--- config.mk ---
export PLATFORM = sky130hd
export DESIGN_NAME = matrix_multiply_check
export DESIGN_NICKNAME = d
export VERILOG_FILES = /design/src/rtl/la_pkg.sv /design/src/rtl/matrix_mac.sv /design/src/rtl/matrix_multiply_check.sv
export SDC_FILE = /design/constraint.sdc
export NUM_CORES = 1
export LEC_CHECK = 0
export CAP_MARGIN = 0
export CORE_MARGIN = 1.5
export CORE_UTILIZATION = 36
export DETAILED_ROUTE_END_ITERATION = 6
export GPL_ROUTABILITY_DRIVEN = 0
export PLACE_DENSITY = 0.48
export SYNTH_ARGS = -nofsm -noshare
export SYNTH_HDL_FRONTEND = slang
export SYNTH_HIERARCHICAL = 1
export SYNTH_SLANG_ARGS = --single-unit
--- constraint.sdc ---
create_clock -name clk -period 10.55 [get_ports clk]
set_input_delay 2.11 -clock clk [delete_from_list [all_inputs] [get_ports clk]]
set_output_delay 2.11 -clock clk [all_outputs]
set_load 0.1 [all_outputs]
--- src/rtl/la_pkg.sv ---
// Shared definitions for the linear-algebra datapath blocks: default sizes,
// width helpers and the load/multiply/output state encoding.
package la_pkg;

  localparam int N_DEF = 5;
  localparam int W_DEF = 8;

  // Exact product width: W x W product plus log2(N) bits of accumulation growth.
  function automatic int acc_width(input int n, input int w);
    return 2 * w + $clog2(n);
  endfunction

  // Index width that stays at least one bit wide for degenerate sizes.
  function automatic int idx_width(input int n);
    return (n > 1) ? $clog2(n) : 1;
  endfunction

  localparam int IDX_W_DEF  = idx_width(N_DEF);
  localparam int LOAD_W_DEF = idx_width(2 * N_DEF * N_DEF);
  localparam int ACCW_DEF   = acc_width(N_DEF, W_DEF);

  typedef enum logic [1:0] {
    LOAD = 2'd0,
    MAC  = 2'd1,
    OUT  = 2'd2
  } state_t;

endpackage

--- src/rtl/matrix_mac.sv ---
// Registered signed W x W multiply-accumulate. clear has priority over en;
// with en low the accumulator holds its value.
module matrix_mac #(
  parameter int W    = 8,
  parameter int ACCW = 19
) (
  input  logic                   clk,
  input  logic                   rst,
  input  logic                   clear,
  input  logic                   en,
  input  logic signed [W-1:0]    a,
  input  logic signed [W-1:0]    b,
  output logic signed [ACCW-1:0] acc
);

  logic signed [2*W-1:0] prod;

  assign prod = a * b;

  always_ff @(posedge clk or posedge rst) begin
    if (rst) begin
      acc <= '0;
    end else if (clear) begin
      acc <= '0;
    end else if (en) begin
      // Size cast of a signed value sign-extends the product to ACCW.
      acc <= acc + ACCW'(prod);
    end
  end

endmodule

--- src/rtl/matrix_multiply_check.sv ---
// Streaming N x N signed matrix multiplier P = A*B with an identity check,
// used to self-check the output of the matrix-inverse engine.
module matrix_multiply_check
  import la_pkg::*;
#(
  parameter int N    = N_DEF,
  parameter int W    = W_DEF,
  parameter int ACCW = acc_width(N, W)
) (
  input  logic                   clk,
  input  logic                   rst,
  input  logic                   in_valid,
  output logic                   in_ready,
  input  logic signed [W-1:0]    in_data,
  output logic                   out_valid,
  input  logic                   out_ready,
  output logic signed [ACCW-1:0] out_data,
  output logic                   out_last,
  output logic                   out_ident
);

  localparam int NN = N * N;
  localparam int IW = idx_width(N);
  localparam int AW = idx_width(NN);
  localparam int LW = idx_width(2 * NN);

  localparam logic [IW-1:0] LAST_IDX  = IW'(N - 1);
  localparam logic [LW-1:0] LAST_LOAD = LW'(2 * NN - 1);
  localparam logic [LW-1:0] B_BASE    = LW'(NN);

  state_t          state_reg;
  logic [LW-1:0]   ld_cnt_reg;
  logic [IW-1:0]   r_reg;
  logic [IW-1:0]   c_reg;
  logic [IW-1:0]   k_reg;
  logic            ident_ok_reg;

  logic signed [W-1:0] a_mem [NN];
  logic signed [W-1:0] b_mem [NN];

  logic                   load_hs;
  logic                   load_done;
  logic                   out_hs;
  logic                   last_term;
  logic                   wr_b;
  logic [AW-1:0]          wr_idx;
  logic [AW-1:0]          a_idx;
  logic [AW-1:0]          b_idx;
  logic signed [W-1:0]    a_op;
  logic signed [W-1:0]    b_op;
  logic                   mac_clear;
  logic                   mac_en;
  logic signed [ACCW-1:0] acc;
  logic signed [ACCW-1:0] ident_val;
  logic                   cur_match;

  assign in_ready  = (state_reg == LOAD);
  assign out_valid = (state_reg == OUT);

  assign load_hs   = in_valid && in_ready;
  assign load_done = load_hs && (ld_cnt_reg == LAST_LOAD);
  assign out_hs    = out_valid && out_ready;
  assign last_term = (k_reg == LAST_IDX);

  // First N*N elements fill A, the next N*N fill B, both row-major.
  assign wr_b   = (ld_cnt_reg >= B_BASE);
  assign wr_idx = wr_b ? AW'(ld_cnt_reg - B_BASE) : AW'(ld_cnt_reg);

  always_ff @(posedge clk) begin
    if (load_hs) begin
      if (wr_b) begin
        b_mem[wr_idx] <= in_data;
      end else begin
        a_mem[wr_idx] <= in_data;
      end
    end
  end

  assign a_idx = AW'(int'(r_reg) * N + int'(k_reg));
  assign b_idx = AW'(int'(k_reg) * N + int'(c_reg));
  assign a_op  = a_mem[a_idx];
  assign b_op  = b_mem[b_idx];

  // Accumulator restarts whenever a new dot product is about to begin.
  assign mac_clear = load_done || (out_hs && !out_last);
  assign mac_en    = (state_reg == MAC);

  matrix_mac #(
    .W    (W),
    .ACCW (ACCW)
  ) u_mac (
    .clk   (clk),
    .rst   (rst),
    .clear (mac_clear),
    .en    (mac_en),
    .a     (a_op),
    .b     (b_op),
    .acc   (acc)
  );

  assign out_data  = acc;
  assign out_last  = out_valid && (r_reg == LAST_IDX) && (c_reg == LAST_IDX);
  assign ident_val = (r_reg == c_reg) ? ACCW'(1) : '0;
  assign cur_match = (acc == ident_val);
  // The element on the bus counts toward the verdict before its handshake.
  assign out_ident = out_last && ident_ok_reg && cur_match;

  always_ff @(posedge clk or posedge rst) begin
    if (rst) begin
      state_reg    <= LOAD;
      ld_cnt_reg   <= '0;
      r_reg        <= '0;
      c_reg        <= '0;
      k_reg        <= '0;
      ident_ok_reg <= 1'b1;
    end else begin
      unique case (state_reg)
        LOAD: begin
          if (load_hs) begin
            if (load_done) begin
              ld_cnt_reg   <= '0;
              r_reg        <= '0;
              c_reg        <= '0;
              k_reg        <= '0;
              ident_ok_reg <= 1'b1;
              state_reg    <= MAC;
            end else begin
              ld_cnt_reg <= ld_cnt_reg + 1'b1;
            end
          end
        end
        MAC: begin
          if (last_term) begin
            k_reg     <= '0;
            state_reg <= OUT;
          end else begin
            k_reg <= k_reg + 1'b1;
          end
        end
        OUT: begin
          if (out_hs) begin
            ident_ok_reg <= ident_ok_reg && cur_match;
            if (out_last) begin
              ld_cnt_reg <= '0;
              state_reg  <= LOAD;
            end else begin
              if (c_reg == LAST_IDX) begin
                c_reg <= '0;
                r_reg <= r_reg + 1'b1;
              end else begin
                c_reg <= c_reg + 1'b1;
              end
              k_reg     <= '0;
              state_reg <= MAC;
            end
          end
        end
        default: state_reg <= LOAD;
      endcase
    end
  end

endmodule

=== After elaboration in Yosys (flattened, before gate mapping) ===
Memory sizes are Yosys's and may differ from the RTL's.
Index checks and enable logic that the tools add are counted.

* Shift operators: 0
* Bitwise logic cells: 0
* $add $sub $neg: 8
* Eq/ne operators: 15
* Mux-type cells: 39
* Multiply operators: 3
* Order comparisons: 1
* Reductions and logical operators: 21
* Divide/modulo/power cells: 0

{| class="wikitable"
|+ Operators by type and width
! operator !! count
|-
| $mux 19 || 2
|-
| $mux 3 || 11
|-
| $mux 6 || 4
|-
| $add 19x16->19 || 1
|-
| $eq 19x2->1 || 1
|-
| $mul 8x8->16 || 1
|-
| $pmux 3 s2 || 2
|-
| $pmux 6 s2 || 1
|-
| $reduce_and 4->1 || 3
|-
| $mux 1 || 11
|-
| $add 5x3->5 || 2
|-
| $mul 3x3->5 const B || 2
|-
| $ne 2x1->1 const B || 5
|-
| $reduce_and 5->1 || 2
|-
| $add 3x1->3 const B || 3
|-
| $eq 3x3->1 const B || 3
|-
| $logic_and 1x1->1 || 9
|-
| $pmux 3 s3 || 1
|-
| $mux 2 || 4
|-
| $add 6x1->6 const B || 1
|-
| $eq 6x6->1 const B || 1
|-
| $ge 6x5->1 const B || 1
|-
| $pmux 2 s3 || 1
|-
| $reduce_and 6->1 || 1
|-
| other kinds (12) || 14
|}

* Logic and storage cells: 96
* Memories kept: 2
* Output and inout port bits: 23
* Bits in writable memories: 400
* Latch bits: 0
* Register bits after elaboration: 37
* Bits in read-only memories: 0

{| class="wikitable"
|+ Memories
! name !! words !! width !! rd ports !! clocked after Yosys merged registers in !! write ports !! RTL line !! source
|-
| a_mem || 25 || 8 || 1 || 0 || 1 || matrix_multiply_check.sv:38 || <nowiki>logic signed [W-1:0] a_mem [NN];</nowiki>
|-
| b_mem || 25 || 8 || 1 || 0 || 1 || matrix_multiply_check.sv:39 || <nowiki>logic signed [W-1:0] b_mem [NN];</nowiki>
|}

=== Logic depth before layout (Yosys ltp) ===
* Depth after elaboration: 7
* Gate-level depth with buffers: 28

=== Hierarchy ===
The synthesis kept the hierarchy.

{| class="wikitable"
|+ By module, submodules not included
! module !! area an instance (um^2) !! instances !! cells an instance !! sequential area each (um^2)
|-
| matrix_multiply_check || 17,395.4 || 1 || 933 || 12,463.2
|-
| matrix_mac || 4,179.0 || 1 || 425 || 475.5
|}

=== Least setup slack after synthesis ===
OpenSTA, ideal clock, no wires.

* Kind: reg-to-reg
* From: register k_reg[0]
* To: register u_mac.acc[18]
* Period minus slack after synthesis: 7.516 ns
* Library setup time: 0.094 ns
* Buffers on the path: 1
* Arrival: 7.422 ns
* Path slack: 3.034 ns
* Required time: 10.456 ns
* Stages on the path, launching flop included: 25
* Cells stage by stage: dfrtp_1 > ha_1 > ha_1 > fa_1 > clkbuf_1 > nor2_1 > a22o_1 > a2111oi_0 > a21oi_1 > o21ai_1 > and2_1 > inv_1 > fa_1 > inv_1 > fa_1 > fa_1 > fa_1 > fa_1 > ha_1 > o21ai_0 > o21ai_1 > a221oi_2 > a32oi_1 > xnor2_1 > a211oi_1

* Word-level cells in the longest chain between the ends: 7
* Elaborated cells on any way between the ends: 9
* Classes of those cells: add/sub: 3; mul: 2; mux: 2; memory: 2

{| class="wikitable"
|+ Ends and longest elaborated chain
! element !! RTL line !! source
|-
| start: declaration || matrix_multiply_check.sv:35 || <nowiki>logic [IW-1:0] k_reg;</nowiki>
|-
| start signal: assignment || matrix_multiply_check.sv:137 || <nowiki>k_reg <= k_reg + 1'b1;</nowiki>
|-
| $mul 3x3->5 || matrix_multiply_check.sv:80 || <nowiki>assign b_idx = AW'(int'(k_reg) * N + int'(c_reg));</nowiki>
|-
| $add 5x3->5 || matrix_multiply_check.sv:80 ||
|-
| $mem_v2 25x8 || - ||
|-
| net b_op[0] || matrix_multiply_check.sv:50 || <nowiki>logic signed [W-1:0] b_op;</nowiki>
|-
| $mul 8x8->16 || matrix_mac.sv:18 || <nowiki>assign prod = a * b;</nowiki>
|-
| $add 19x16->19 || matrix_mac.sv:27 || <nowiki>acc <= acc + ACCW'(prod);</nowiki>
|-
| $mux 19 || matrix_mac.sv:25 || <nowiki>end else if (en) begin</nowiki>
|-
| $mux 19 || matrix_mac.sv:23 || <nowiki>end else if (clear) begin</nowiki>
|-
| end signal: assignment || matrix_mac.sv:27 ||
|-
| end: declaration || matrix_mac.sv:13 || <nowiki>output logic signed [ACCW-1:0] acc</nowiki>
|}

The timed path passes the listed nets, and every way through them passes these cells. The select of a mux whose other input is x is not followed.
A chain may end at the register's enable or synchronous reset.

=== Worst setup path after layout ===
* From: register k_reg[2]
* To: register u_mac.acc[18]

Same word-level chain as after synthesis.

==> results.tsv <==
metric	value	unit
synth.most_common_cell	edfxtp_1	
cp_max_fo	20	
synth_top_area_share	55.7	%
syn_area	21600	µm²
instances_no_fill	2230	
syn_nets	1525	
synth_ff_type	edfxtp_1	
antenna_found_initial	1	
core_area	59100	µm²
area_growth	13.3	%
violations	design-rule violations	
crit_type	reg -> reg	
reg_top3	a_mem: 200 flops, b_mem: 200 flops, u_mac/acc: 19 flops	
clock_latency	590	ps
drc	14	
yosys_warnings	6	
ant_nets	0	
drv_cap	0	
synth_top_cells_by_area	edfxtp_1, fa_1, mux4_2, dfrtp_1, ha_1	
path_clk_slew	60	ps
clk_path_buf_depth	3	
worstHoldPathType	reg -> reg	
cts_setup_buffers	0	
synth_edf_count	400	
async_flop_share	8.47	%
yosysSeqAreaShare	60.0	%
die_area	61400	µm²
initial_utilization	36.5	%
syn_inst	1358	
worstMarginPinSlew	1170	ps
period_share	82.5	%
layout_min_cycle_time	8700	ps
antennaDiodeCount	0	
grt_pass1_vias	12200	
hold_viol	0	
cts_resized	0	
root_buffer	clkbuf_16	
layout-drive-gt1-share	15.9	%
slew_headroom	21.2	%
hpwl	33600	µm
netlist_top_cells_count	edfxtp_1, inv_1, fa_1	
dp_cells	2138	
outcome	finished, violations left	
final.setup_skew	12.6	ps
ctsHoldBuffers	0	
rows	89	
crit_path_start_kind	register	
drt-pass1-iter-count	7	
ys_seq_elements	437	
grt_max_degree	57	
avgSynthCellArea	15.9	µm²
synth_area_leader_cell	edfxtp_1	
cts_sinks	437	
cts_made_buffers	49	
grt_usage	17.0	%
vias	11400	
finalSetupViolCount	0	
endpoint_kind	register	
io_buffer_count	34	
h-tree-depth	2	
vias_per_cell	5.13	
cp.arrival	9200	ps
cp.required	11050	ps
grt_pass1_wl	77200	µm
gr-total-overflow	0	
fmax	115	MHz
slew_violations	0	
die_height	248	µm
fp.dieW	248	µm
rsz0062_at_grt	false	
cts_tree	built	
drt_iter0_markers	701	
finalNetCount	1583	
fillCellCount	5312	
avgRoutedWirePerCell	22.6	µm
routed_wl	50400	µm
finalSetupTns	0	ps
pin_count	35	
post_synth_num_cell_types	74	
-- critical path, stage by stage (launching register included) --
cell and delay [ps]:
dfrtp_1 450, ha_1 300, ha_1 310, fa_1 910, nor2b_1 290, a22o_1 280, a2111oi_0 370, a21oi_1 80
o21ai_1 540, and2_1 630, inv_1 130, fa_1 520, inv_1 50, fa_1 520, fa_1 440, fa_1 570
fa_1 420, ha_1 320, o21ai_0 290, o21ai_1 170, a221oi_2 440, a32oi_1 190, xnor2_1 160, a211oi_1 230
-- layout make-up --
class / count / area [µm²] / share of cell area, %
clock buffer: 62 / 1300 / 5.30
sequential: 437 / 12900 / 52.9
timing repair buffer: 53 / 443 / 1.81
clock inverter: 30 / 367 / 1.50
multi-input combinational: 764 / 8010 / 32.8
inverter: 111 / 417 / 1.70
tap: 773 / 967 / 3.96
-- layout by cell type, fill, tap and decap left out, types with 10 or more instances in the layout --
| cell type | n |
|---|---|
| a2111oi_0 | 10 |
| a211oi_1 | 14 |
| a21oi_1 | 21 |
| and2_1 | 33 |
| buf_4 | 19 |
| clkbuf_1 | 12 |
| clkbuf_16 | 50 |
| clkdlybuf4s50_1 | 26 |
| dfrtp_1 | 36 |
| edfxtp_1 | 400 |
| fa_1 | 85 |
| ha_1 | 66 |
| inv_1 | 108 |
| mux2_2 | 22 |
| mux2i_1 | 72 |
| mux4_2 | 74 |
| nand2_1 | 66 |
| nor2_1 | 76 |
| nor2b_1 | 18 |
| nor3_1 | 12 |
| o21ai_0 | 18 |
| o21ai_1 | 18 |
| xnor2_1 | 18 |
-- routing by layer --
metal  GRT usage [%]  vias up  routed length [µm]
met3            2.63       57                1820
met4            4.46        0                1010
li1                -     5225                   -
met5               0        -                   0
met1            24.3     5952               24000
met2            27.2      215               23500
-- through the flow --
step / setup WS (ps) / hold WS [ps] / util (%) / instance area (µm²)
after floorplan: 3030 / 533 / - / 21600
after global placement: 2050 / 571 / 38.5 / 22800
after detailed placement: 1880 / 585 / 38.5 / 22800
after CTS: 1840 / 591 / 41.3 / 24400
after global routing: 1230 / 645 / 41.3 / 24400
final: 1850 / 593 / 41.3 / 24400
-- kinds of logic (layout without fill, tap and decap cells) --
kind of cell             count (synthesis)  after routing  share of synthesized area, %
XOR/XNOR                                29             29                          1.25
buffers and inverters                  157            256                          3.27
flip-flops                             437            437                          60.0
adder cells (fa/ha/maj)                155            155                          12.0
AND/OR/NAND/NOR                        262            262                          5.92
multiplexers                           175            175                          12.9
AO/OA/AOI/OAI                          143            143                          4.67
-- path summary, 6_finish.rpt --
kind / startpoint / to / slack (ps) / cells after the start
worst max-delay path: k_reg[2]$_DFFE_PP0P_ / u_mac/acc[18]$_DFFE_PP0P_ / 1850 / 23
worst min-delay path: ident_ok_reg$_DFFE_PP1P_ / ident_ok_reg$_DFFE_PP1P_ / 590 / 2
worst max register to register: k_reg[2]$_DFFE_PP0P_ / u_mac/acc[18]$_DFFE_PP0P_ / 1850 / 23
worst min register to register: ident_ok_reg$_DFFE_PP1P_ / ident_ok_reg$_DFFE_PP1P_ / 590 / 2
max in group asynchronous: rst / state_reg[1]$_DFFE_PP0P_ / 7880 / 2
min in group asynchronous: rst / u_mac/acc[12]$_DFFE_PP0P_ / 2000 / 2
Power is left out: the tool's default activity adds up to more than one toggle a clock period on the data nets, which glitch-free logic cannot reach.
